[config.mk]
export PLATFORM = sky130hd
export DESIGN_NAME = can_stuff_tx
export DESIGN_NICKNAME = d
export VERILOG_FILES = /design/src/rtl/can_pkg.sv /design/src/rtl/can_stuff_run.sv /design/src/rtl/can_stuff_tx.sv
export SDC_FILE = /design/constraint.sdc
export NUM_CORES = 1
export LEC_CHECK = 0
export CORE_MARGIN = 10
export CORE_UTILIZATION = 45
export CTS_CLUSTER_SIZE = 20
export DETAILED_ROUTE_END_ITERATION = 16
export HOLD_SLACK_MARGIN = 0.02
export PLACE_DENSITY = 0.71
export SLEW_MARGIN = 25
export SYNTH_ARGS = -nofsm -noshare
export SYNTH_HDL_FRONTEND = slang
export SYNTH_SLANG_ARGS = --single-unit
[constraint.sdc]
create_clock -name clk -period 2.1 [get_ports clk]
set_input_delay 0.315 -clock clk [delete_from_list [all_inputs] [get_ports clk]]
set_output_delay 0.315 -clock clk [all_outputs]
set_load 0.005 [all_outputs]
[src/rtl/can_pkg.sv]
// Shared CAN line constants used by the stuffing transmitter
// and the receive-side destuffer.
package can_pkg;

    localparam logic CAN_RECESSIVE = 1'b1;
    localparam int   CAN_STUFF_LEN = 5;

endpackage

[src/rtl/can_stuff_run.sv]
// Run-length tracker for bit stuffing: counts identical bits
// and raises stuff_req once a run reaches STUFF_LEN.
module can_stuff_run
    import can_pkg::*;
#(
    parameter int STUFF_LEN = CAN_STUFF_LEN
) (
    input  logic clk,
    input  logic rst_n,
    input  logic bit_valid,
    input  logic bit_val,
    input  logic is_stuff,
    input  logic clear,
    output logic stuff_req,
    output logic stuff_val
);

    localparam logic [2:0] LEN = 3'(STUFF_LEN);

    logic [2:0] run_cnt;
    logic [2:0] run_nxt;
    logic       last_bit;
    logic       stuff_pend;

    always_comb begin
        run_nxt = 3'd1;
        if (bit_val == last_bit)
            run_nxt = (run_cnt == LEN) ? LEN : run_cnt + 3'd1;
    end

    // clear wins over a same-cycle bit so a frame start discards history
    always_ff @(posedge clk) begin
        if (rst_n || clear) begin
            run_cnt    <= 3'd0;
            last_bit   <= CAN_RECESSIVE;
            stuff_pend <= 1'b0;
        end else if (bit_valid) begin
            if (is_stuff) begin
                run_cnt    <= 3'd1;
                last_bit   <= bit_val;
                stuff_pend <= 1'b0;
            end else begin
                run_cnt    <= run_nxt;
                last_bit   <= bit_val;
                stuff_pend <= (run_nxt == LEN);
            end
        end
    end

    assign stuff_req = stuff_pend;
    assign stuff_val = ~last_bit;

endmodule

[src/rtl/can_stuff_tx.sv]
// MSB-first CAN serializer with bit stuffing; stuffing is built
// only when CAN_TX_STUFF_EN is defined, else a plain serializer.
module can_stuff_tx
    import can_pkg::*;
#(
    parameter int DATA_W    = 8,
    parameter int STUFF_LEN = CAN_STUFF_LEN
) (
    input  logic              clk,
    input  logic              rst_n,
    input  logic              load,
    input  logic [DATA_W-1:0] data_in,
    input  logic              frame_start,
    input  logic              bit_en,
    output logic              ready,
    output logic              dout,
    output logic              stuff_bit,
    output logic              busy
);

    localparam int CW = $clog2(DATA_W + 1);

    logic [DATA_W-1:0] sh;
    logic [CW-1:0]     bit_cnt;
    logic              stuff_pend;
    logic              accept;
    logic              emit_data;
    logic              emit_stuff;
    logic              nxt_bit;

    assign ready  = (bit_cnt == '0);
    assign accept = load && ready;

`ifdef CAN_TX_STUFF_EN
    logic stuff_val;
    logic stuff_q;
    logic emit_idle;

    assign emit_stuff = bit_en && stuff_pend;
    assign emit_data  = bit_en && !stuff_pend && !ready;
    assign emit_idle  = bit_en && !stuff_pend && ready;

    can_stuff_run #(
        .STUFF_LEN (STUFF_LEN)
    ) u_run (
        .clk       (clk),
        .rst_n     (rst_n),
        .bit_valid (emit_stuff || emit_data),
        .bit_val   (nxt_bit),
        .is_stuff  (stuff_pend),
        .clear     (emit_idle || (accept && frame_start)),
        .stuff_req (stuff_pend),
        .stuff_val (stuff_val)
    );

    always_comb begin
        nxt_bit = CAN_RECESSIVE;
        if (emit_stuff)
            nxt_bit = stuff_val;
        else if (emit_data)
            nxt_bit = sh[DATA_W-1];
    end

    always_ff @(posedge clk) begin
        if (rst_n)
            stuff_q <= 1'b0;
        else if (bit_en)
            stuff_q <= emit_stuff;
    end

    assign stuff_bit = stuff_q;
`else
    logic unused_cfg;

    assign stuff_pend = 1'b0;
    assign emit_stuff = 1'b0;
    assign emit_data  = bit_en && !ready;
    assign nxt_bit    = emit_data ? sh[DATA_W-1] : CAN_RECESSIVE;
    assign stuff_bit  = emit_stuff;
    assign unused_cfg = frame_start ^ (STUFF_LEN > 7);
`endif

    assign busy = !ready || stuff_pend;

    // a load can only coincide with a stuff or idle slot, never a data shift
    always_ff @(posedge clk) begin
        if (rst_n) begin
            dout    <= CAN_RECESSIVE;
            sh      <= '0;
            bit_cnt <= '0;
        end else begin
            if (bit_en)
                dout <= nxt_bit;
            if (emit_data) begin
                sh      <= sh << 1;
                bit_cnt <= bit_cnt - CW'(1);
            end
            if (accept) begin
                sh      <= data_in;
                bit_cnt <= CW'(DATA_W);
            end
        end
    end

endmodule

==> impl_metrics.py, run 1 <==
metrics = {
    "placed_design": {
        "port_buffers": 14,
        "placed_cell_area_um2": 778,
        "place_hpwl_mm": 1.05,
        "gp_congestion": 0.685,
        "pre_cts_slack_ns": 0.178,
    },
    "global_route": {
        "grt_overflow": 0,
        "grt_max_degree": 15,
        "first_global_vias": 556,
        "antenna_found_initial": 0,
        "grt_pass1_wl_mm": 2.51,
        "track_usage": 0.0920,
    },
    "power_and_ir_drop": {
        "p_int_w": 0.000749,
        "power.density_nw_per_um2": 1490,
        "p_switching_w": 0.000485,
        "comb_power_share": 0.547,
        "clkPwrFrac": 0.127,
        "leakage_nw": 0.304,
        "p_sw_frac": 0.393,
        "power_w": 0.00123,
        "peakVddDrop_uv": 684,
        "p_seq_frac": 0.326,
    },
    "worst_setup_path": {
        "cpPeakStageDelay_ns": 0.41,
        "crit_path_start_kind": "flip-flop",
        "cp_slowest_cell": "or3b_4",
        "critical_path_class": "flip-flop to output pin",
        "cpMostUsedCell": "inv_2",
        "worst_ep_required_time_ns": 1.78,
        "path_max_fanout": 5,
        "worstPathArrival_ns": 1.54,
        "critPathTopFamily": "simple AND/OR/NAND/NOR gates",
        "cp-end-kind": "output pin",
        "cp_cell_sequence": "inv_2 -> ha_4 -> or3b_4 -> inv_2 -> dlygate4sd2_1",
        "cp_num_buf_inv": 3,
    },
    "yosys": {
        "yosysWarnings": 0,
        "synth_nets": 86,
        "synth_area_um2": 629,
        "synth_flop_cell": "dfxtp_1",
        "async_reset_ff_frac": 0,
        "syn_area_per_cell_um2": 8.74,
        "synth_edf_count": 0,
        "ys_types": 28,
        "ys_ff_latch": 13,
        "synth_cells": 72,
        "synth_seq_area_share": 0.414,
    },
    "cts": {
        "cts_tree": "built",
        "clk_pin_slew_ns": 0.08,
        "htreeDepth": 1,
        "cts_buffers": 3,
        "clkSinkCount": 13,
        "clockBufferDepth": 2,
        "insertion_delay_ns": 0.28,
        "root_buffer": "clkbuf_4",
    },
    "layout": {
        "layout_common_cells": "dfxtp_1, clkdlybuf4s50_1, a21oi_1",
        "layout-drive-gt1-share": 0.159,
        "antenna_cells": 0,
        "area_growth_pct": 31.4,
        "fillers": 120,
        "fin_area_um2": 827,
        "fin_nets": 103,
    },
    "floorplanning": {
        "io_pins": 17,
        "dieArea_um2": 3290,
        "fp.dieH_um": 57.4,
        "die-width_um": 57.4,
        "core_um2": 1320,
        "rows": 13,
        "start_util": 0.478,
    },
    "detailed_routing": {
        "vias_per_cell": 5.64,
        "ant_nets": 0,
        "wire_per_inst_um": 14.5,
        "wirelength_mm": 1.49,
        "num_vias": 581,
        "drc_errors": 0,
        "first_iter_violations": 15,
        "dr.pass1.iters": 4,
    },
    "sta": {
        "post-route-min-period_ns": 1.85,
        "fin_crit_sh": 0.882,
        "setup-tns-final_ns": 0,
        "slew_violations": 0,
        "worst_slack_ns": 0.247,
        "max_freq_ghz": 0.540,
        "setup_violations": 0,
        "finClkSkew_ns": 0.00160,
        "hold_viol": 0,
        "holdWs_ns": 0.496,
        "rsz0062_at_grt": "false",
    },
    "flow_run": {
        "cap_violations": 0,
    },
    "status": {
        "status": "finished clean",
    },
    "hold_path": {
        "hold_class": "flip-flop to flip-flop",
    },
}
## synthesized netlist by cell type (2+ instances only)
library cell  count  area (µm²)
a311oi_1          2        17.5
clkbuf_1          3        11.3
dfxtp_1          13         260
nand2_1           2        7.51
o211ai_1          4        30.0
a32oi_1           4        35.0
a211oi_1          4        30.0
inv_1             2        7.51
nor2_1            5        18.8
a21oi_1           7        35.0
nor3_1            6        30.0
buf_2             2        10.0
nor4_1            3        18.8
## worst min-delay path: stages, from the launching register on
cell      delay (ns)
dfxtp_1         0.32
o211ai_1        0.07
a21oi_1         0.06
## kinds of logic after synthesis
group | Yosys count | synth area share
AOI/OAI and AO/OA | 23 | 0.254
muxes | 1 | 0.0159
and+or+nand+nor | 22 | 0.203
adders and majority gates | 1 | 0.0199
DFF | 13 | 0.414
buffers and inverters | 11 | 0.0875
other | 1 | 0.00596
## path summary, 6_finish.rpt
check                   from  depth (start not counted)  endpoint  slack, ns
setup / recovery  bit_cnt[1]                          5     ready       0.25
hold / removal         sh[4]                          2     sh[4]       0.50
setup reg to reg  bit_cnt[1]                          7     sh[1]       0.36
hold reg to reg        sh[4]                          2     sh[4]       0.50
## power by group through the flow
stage | sequential (W) | combinational, W | clock, W
2_1_floorplan | 0.000389 | 0.000451 | 0
3_3_place_gp | 0.000399 | 0.000640 | 0
3_5_place_dp | 0.000403 | 0.000645 | 0
4_1_cts | 0.000401 | 0.000682 | 0.000159
5_1_grt | 0.000415 | 0.000757 | 0.000168
6_report | 0.000402 | 0.000675 | 0.000157
## repair_timing
action	4_1_cts	5_1_grt
resized for setup	6	1
buffers inserted	1	0
pin swaps	1	0
hold buffers	0	0
cloned	0	0
setup endpoints to repair	2	1
## cell type report
cell class	count	area [µm²]	share of cell area
Multi-Input combinational cell	48	327	0.395
Sequential cell	13	262	0.316
Timing Repair Buffer	19	179	0.216
Clock buffer	4	26.3	0.0318
Tap cell	15	18.8	0.0227
Inverter	4	15.0	0.0182
## metal layers
| layer | GRT usage | share of wire | wire length (µm) | vias up |
|---|---|---|---|---|
| li1 | - | - | - | 307 |
| met1 | 0.109 | 0.47 | 701 | 262 |
| met2 | 0.146 | 0.48 | 714 | 12 |
| met3 | 0.0442 | 0.053 | 79 | 0 |
| met4 | 0.0201 | 0 | 0 | 0 |
| met5 | 0 | 0 | 0 | - |
## per-stage QoR
step / utilization / cells
after floorplan: - / 72
after global placement: 0.591 / 98
after detailed placement: 0.591 / 98
after CTS: 0.626 / 103
after global routing: 0.628 / 103
final: 0.628 / 103
## registers in the layout, indices dropped and copies added (netlist names)
register,cells
bit_cnt,4
dout,1
sh,8
(Power assumes the default switching activity.)
==> run 2, diff against run 1 <==
- CORE_MARGIN: 10 -> 5
==> impl_metrics.py, run 2 (same netlist as run 1, synthesis figures left out) <==
metrics = {
    "status": {
        "status": "finished clean",
    },
    "layout": {
        "fin_area_um2": 826,
        "final_common_cell": "clkdlybuf4s50_1",
        "layout-drive-gt1-share": 0.170,
        "area_growth_pct": 31.2,
        "largest_reg_flops": 8,
        "antenna_cells": 0,
        "largest_register": "sh",
        "fin_nets": 103,
        "reg.largest.list": "sh (8), bit_cnt (4), dout (1)",
        "layout_common_cells": "clkdlybuf4s50_1, dfxtp_1, a21oi_1",
    },
    "hold_path": {
        "hold_class": "flip-flop to flip-flop",
        "hp-start": "bit_cnt[0]",
        "min_path_cells": 2,
        "holdPathEnd": "bit_cnt[0]",
    },
    "placed_design": {
        "place_hpwl_mm": 1.00,
        "placed_cell_area_um2": 778,
        "port_buffers": 14,
        "gp_congestion": 0.667,
    },
    "worst_setup_path": {
        "critical_path_class": "flip-flop to output pin",
        "cpPeakStageDelay_ns": 0.46,
        "crit_path_start_kind": "flip-flop",
        "cp_cell_sequence": "inv_2 -> ha_4 -> or3b_4 -> clkdlybuf4s50_1",
        "worstPathArrival_ns": 1.69,
        "r2r_slack_ns": 0.37,
        "critPathTopFamily": "buffers and inverters",
        "worst_ep_required_time_ns": 1.78,
        "path_max_fanout": 5,
        "r2r-end": "bit_cnt[3]",
        "reg2regPathDepth": 7,
        "r2r_start": "bit_cnt[0]",
        "cp_slowest_cell": "clkdlybuf4s50_1",
        "cp-end-kind": "output pin",
        "cp_num_buf_inv": 2,
    },
    "sta": {
        "hold_viol": 0,
        "setup_violations": 0,
        "rsz0062_at_grt": "false",
        "fin_crit_sh": 0.953,
        "slew_violations": 0,
        "max_freq_ghz": 0.500,
        "finClkSkew_ns": 0.00280,
        "post-route-min-period_ns": 2.00,
        "setup-tns-final_ns": 0,
    },
    "detailed_routing": {
        "vias_per_cell": 5.87,
        "ant_nets": 0,
        "dr.pass1.iters": 4,
        "first_iter_violations": 10,
        "wirelength_mm": 1.44,
        "wire_per_inst_um": 13.9,
        "drc_errors": 0,
        "num_vias": 605,
    },
    "global_route": {
        "grt_overflow": 0,
        "antenna_found_initial": 0,
        "track_usage": 0.156,
        "grt_pass1_wl_mm": 2.41,
        "first_global_vias": 556,
        "grt_max_degree": 15,
    },
    "cts": {
        "cts_tree": "built",
        "cts_buffers": 3,
        "htreeDepth": 1,
        "root_buffer": "clkbuf_4",
        "clk_pin_slew_ns": 0.08,
        "clockBufferDepth": 2,
        "insertion_delay_ns": 0.27,
        "clkSinkCount": 13,
    },
    "floorplanning": {
        "rows": 13,
        "core_um2": 1320,
        "io_pins": 17,
        "die-width_um": 47.4,
        "fp.dieH_um": 47.4,
        "dieArea_um2": 2250,
        "start_util": 0.478,
    },
    "power_and_ir_drop": {
        "leakage_nw": 0.294,
        "peakVddDrop_uv": 801,
        "power.density_nw_per_um2": 1500,
    },
    "flow_run": {
        "cap_violations": 0,
    },
}
-- run 2: worst max path at each step --
stage,startpoint,endpoint,slack (ns),depth (start not counted)
3_3_place_gp,bit_cnt[0],ready,0.19,5
4_1_cts,bit_cnt[1],busy,0.09,4
6_report,bit_cnt[0],busy,0.1,4
3_5_place_dp,bit_cnt[0],ready,0.18,5
2_1_floorplan,bit_cnt[0],sh[2],0.55,6
5_1_grt,bit_cnt[1],busy,0.03,4
-- run 2: routing by layer --
| metal | GRT usage | wire length, µm | up-vias |
|---|---|---|---|
| met5 | 0 | 0 | - |
| met4 | 0.0829 | 12 | 0 |
| met3 | 0.0383 | 89 | 2 |
| met2 | 0.238 | 707 | 18 |
| met1 | 0.200 | 626 | 280 |
| li1 | - | - | 305 |
-- run 2: per-stage QoR --
step                      worst slack [ns]   util  hold slack [ns]  power (W)  instances
final                               0.0988  0.627            0.489    0.00124        103
after global routing                0.0300  0.627            0.523    0.00135        103
after CTS                           0.0942  0.627            0.489    0.00124        103
after detailed placement             0.178  0.591            0.479    0.00104         98
after global placement               0.191  0.591            0.475    0.00104         98
after floorplan                      0.551      -            0.393   0.000840         72
-- run 2: area by class of cell --
type,count,area [µm²]
Timing Repair Buffer,19,176
Tap cell,15,18.8
Multi-Input combinational cell,48,327
Clock buffer,4,26.3
Fill cell,123,492
Inverter,4,15.0
Sequential cell,13,263
-- run 2: report_power, final --
part | leakage [nW] | switching [W] | internal [W]
registers | 0.108 | 0.0000636 | 0.000340
clock network | 0.0150 | 0.0000821 | 0.0000735
logic | 0.171 | 0.000337 | 0.000342
-- run 2: repair_timing --
item | 4_1_cts | 5_1_grt
setup endpoints to repair | 2 | 0
gates resized for setup | 7 | 0
buffers inserted | 1 | 0
hold endpoints to repair | 0 | 0
hold buffers | 0 | 0
-- run 2: tightest hold or removal path: stages, from the launching register on --
cell and delay [ns]:
dfxtp_2 0.34, o21ai_0 0.06, a21oi_1 0.06
==> run 3, diff against run 2 <==
- CORE_MARGIN: 5 -> 2
- REMOVE_ABC_BUFFERS: not set -> 1
- TNS_END_PERCENT: not set -> 10
==> impl_metrics.py, run 3 (same netlist as run 1, synthesis figures left out) <==
metrics = {
    "cts": {
        "root_buffer": "clkbuf_4",
        "cts_buffers": 3,
        "htreeDepth": 1,
        "clk_pin_slew_ns": 0.09,
        "cts_tree": "built",
        "insertion_delay_ns": 0.28,
        "cts_hold_buf": 0,
        "clockBufferDepth": 2,
        "clkSinkCount": 13,
    },
    "sta": {
        "hold_viol": 0,
        "max_freq_ghz": 0.487,
        "post-route-min-period_ns": 2.05,
        "finClkSkew_ns": 0.00515,
        "rsz0062_at_grt": "false",
        "setup-tns-final_ns": 0,
        "fin_crit_sh": 0.977,
        "slew_violations": 0,
        "setup_violations": 0,
    },
    "worst_setup_path": {
        "critical_path_class": "flip-flop to output pin",
        "worstPathArrival_ns": 1.74,
        "cp-end-kind": "output pin",
        "path_max_fanout": 5,
        "worst_ep_required_time_ns": 1.78,
        "crit_path_start_kind": "flip-flop",
    },
    "global_route": {
        "first_global_vias": 492,
        "grt_pass1_wl_mm": 2.11,
        "grt_overflow": 0,
        "track_usage": 0.195,
        "antenna_found_initial": 0,
        "grt_max_degree": 15,
    },
    "layout": {
        "reg.largest.list": "sh (8), bit_cnt (4), dout (1)",
        "layout-drive-gt1-share": 0.136,
        "antenna_cells": 0,
        "layoutNonFillerInstCount": 103,
        "layout_common_cells": "dfxtp_1, clkdlybuf4s50_1, a21oi_1",
        "area_growth_pct": 30.8,
        "fin_nets": 103,
        "largest_register": "sh",
        "largest_reg_flops": 8,
    },
    "detailed_routing": {
        "ant_nets": 0,
        "wire_per_inst_um": 14.2,
        "num_vias": 599,
        "first_iter_violations": 9,
        "drc_errors": 0,
        "wirelength_mm": 1.47,
        "dr.pass1.iters": 4,
        "vias_per_cell": 5.82,
    },
    "floorplanning": {
        "die-width_um": 41.4,
        "io_pins": 17,
        "dieArea_um2": 1710,
        "rows": 13,
        "start_util": 0.484,
        "core_um2": 1300,
        "fp.dieH_um": 41.4,
    },
    "power_and_ir_drop": {
        "peakVddDrop_uv": 826,
        "power.density_nw_per_um2": 1510,
        "leakage_nw": 0.293,
    },
    "flow_run": {
        "cap_violations": 0,
    },
    "placed_design": {
        "gp_congestion": 0.711,
        "place_inst": 98,
        "port_buffers": 14,
        "place_hpwl_um": 977,
    },
    "hold_path": {
        "hold_class": "flip-flop to flip-flop",
    },
    "status": {
        "status": "finished clean",
    },
}
run 3: cell types whose count changed in the layout (fill, tap and decap cells not counted):
cell / change
dfxtp_1: +2
dfxtp_2: -2
inv_1: +1
inv_2: -1
run 3: path summary, 6_finish.rpt:
check / start / endpoint / slack, ns / cells after the start
hold reg to reg: sh[5] / sh[5] / 0.50 / 2
setup reg to reg: bit_cnt[1] / bit_cnt[3] / 0.46 / 6
hold / removal: sh[5] / sh[5] / 0.50 / 2
setup / recovery: bit_cnt[1] / busy / 0.05 / 4
run 3: per-stage QoR:
step	area (µm²)	power, W	utilization	hold WS [ns]	setup slack (ns)
4_1_cts	823	0.00124	0.633	0.497	0.0478
6_report	823	0.00125	0.633	0.497	0.0483
3_3_place_gp	778	0.00104	0.598	0.478	0.217
3_5_place_dp	778	0.00105	0.598	0.485	0.172
2_1_floorplan	589	0.000770	-	0.384	0.291
5_1_grt	823	0.00133	0.633	0.517	0.0133
run 3: timing repair:
item / in CTS / in global routing
resized for setup: 4 / 0
buffers inserted: 1 / 0
endpoints found under the setup margin: 2 / 0
run 3: where the power goes:
part	switching, W	internal (W)
combinational	0.000347	0.000341
sequential	0.0000609	0.000337
clock	0.0000872	0.0000737
run 3: layout make-up:
class | instances | area (µm²)
multi-input cells | 48 | 327
flip-flops and latches | 13 | 260
clock buffers | 4 | 26.3
well taps | 15 | 18.8
inverters | 4 | 15.0
repair buffers | 19 | 176
fillers | 119 | 478
run 3: metal layers:
| layer | part of all wire | wire length, µm | global-route usage | vias up |
|---|---|---|---|---|
| li1 | - | - | - | 306 |
| met5 | 0 | 0 | 0 | - |
| met3 | 0.029 | 42 | 0.0319 | 4 |
| met4 | 0.010 | 15 | 0.0968 | 0 |
| met2 | 0.48 | 698 | 0.336 | 14 |
| met1 | 0.48 | 708 | 0.233 | 275 |
run 3: critical path: stages, from the launching register on:
cell	delay, ns
dfxtp_1	0.34
inv_1	0.10
ha_4	0.15
or3b_4	0.41
clkdlybuf4s50_1	0.46
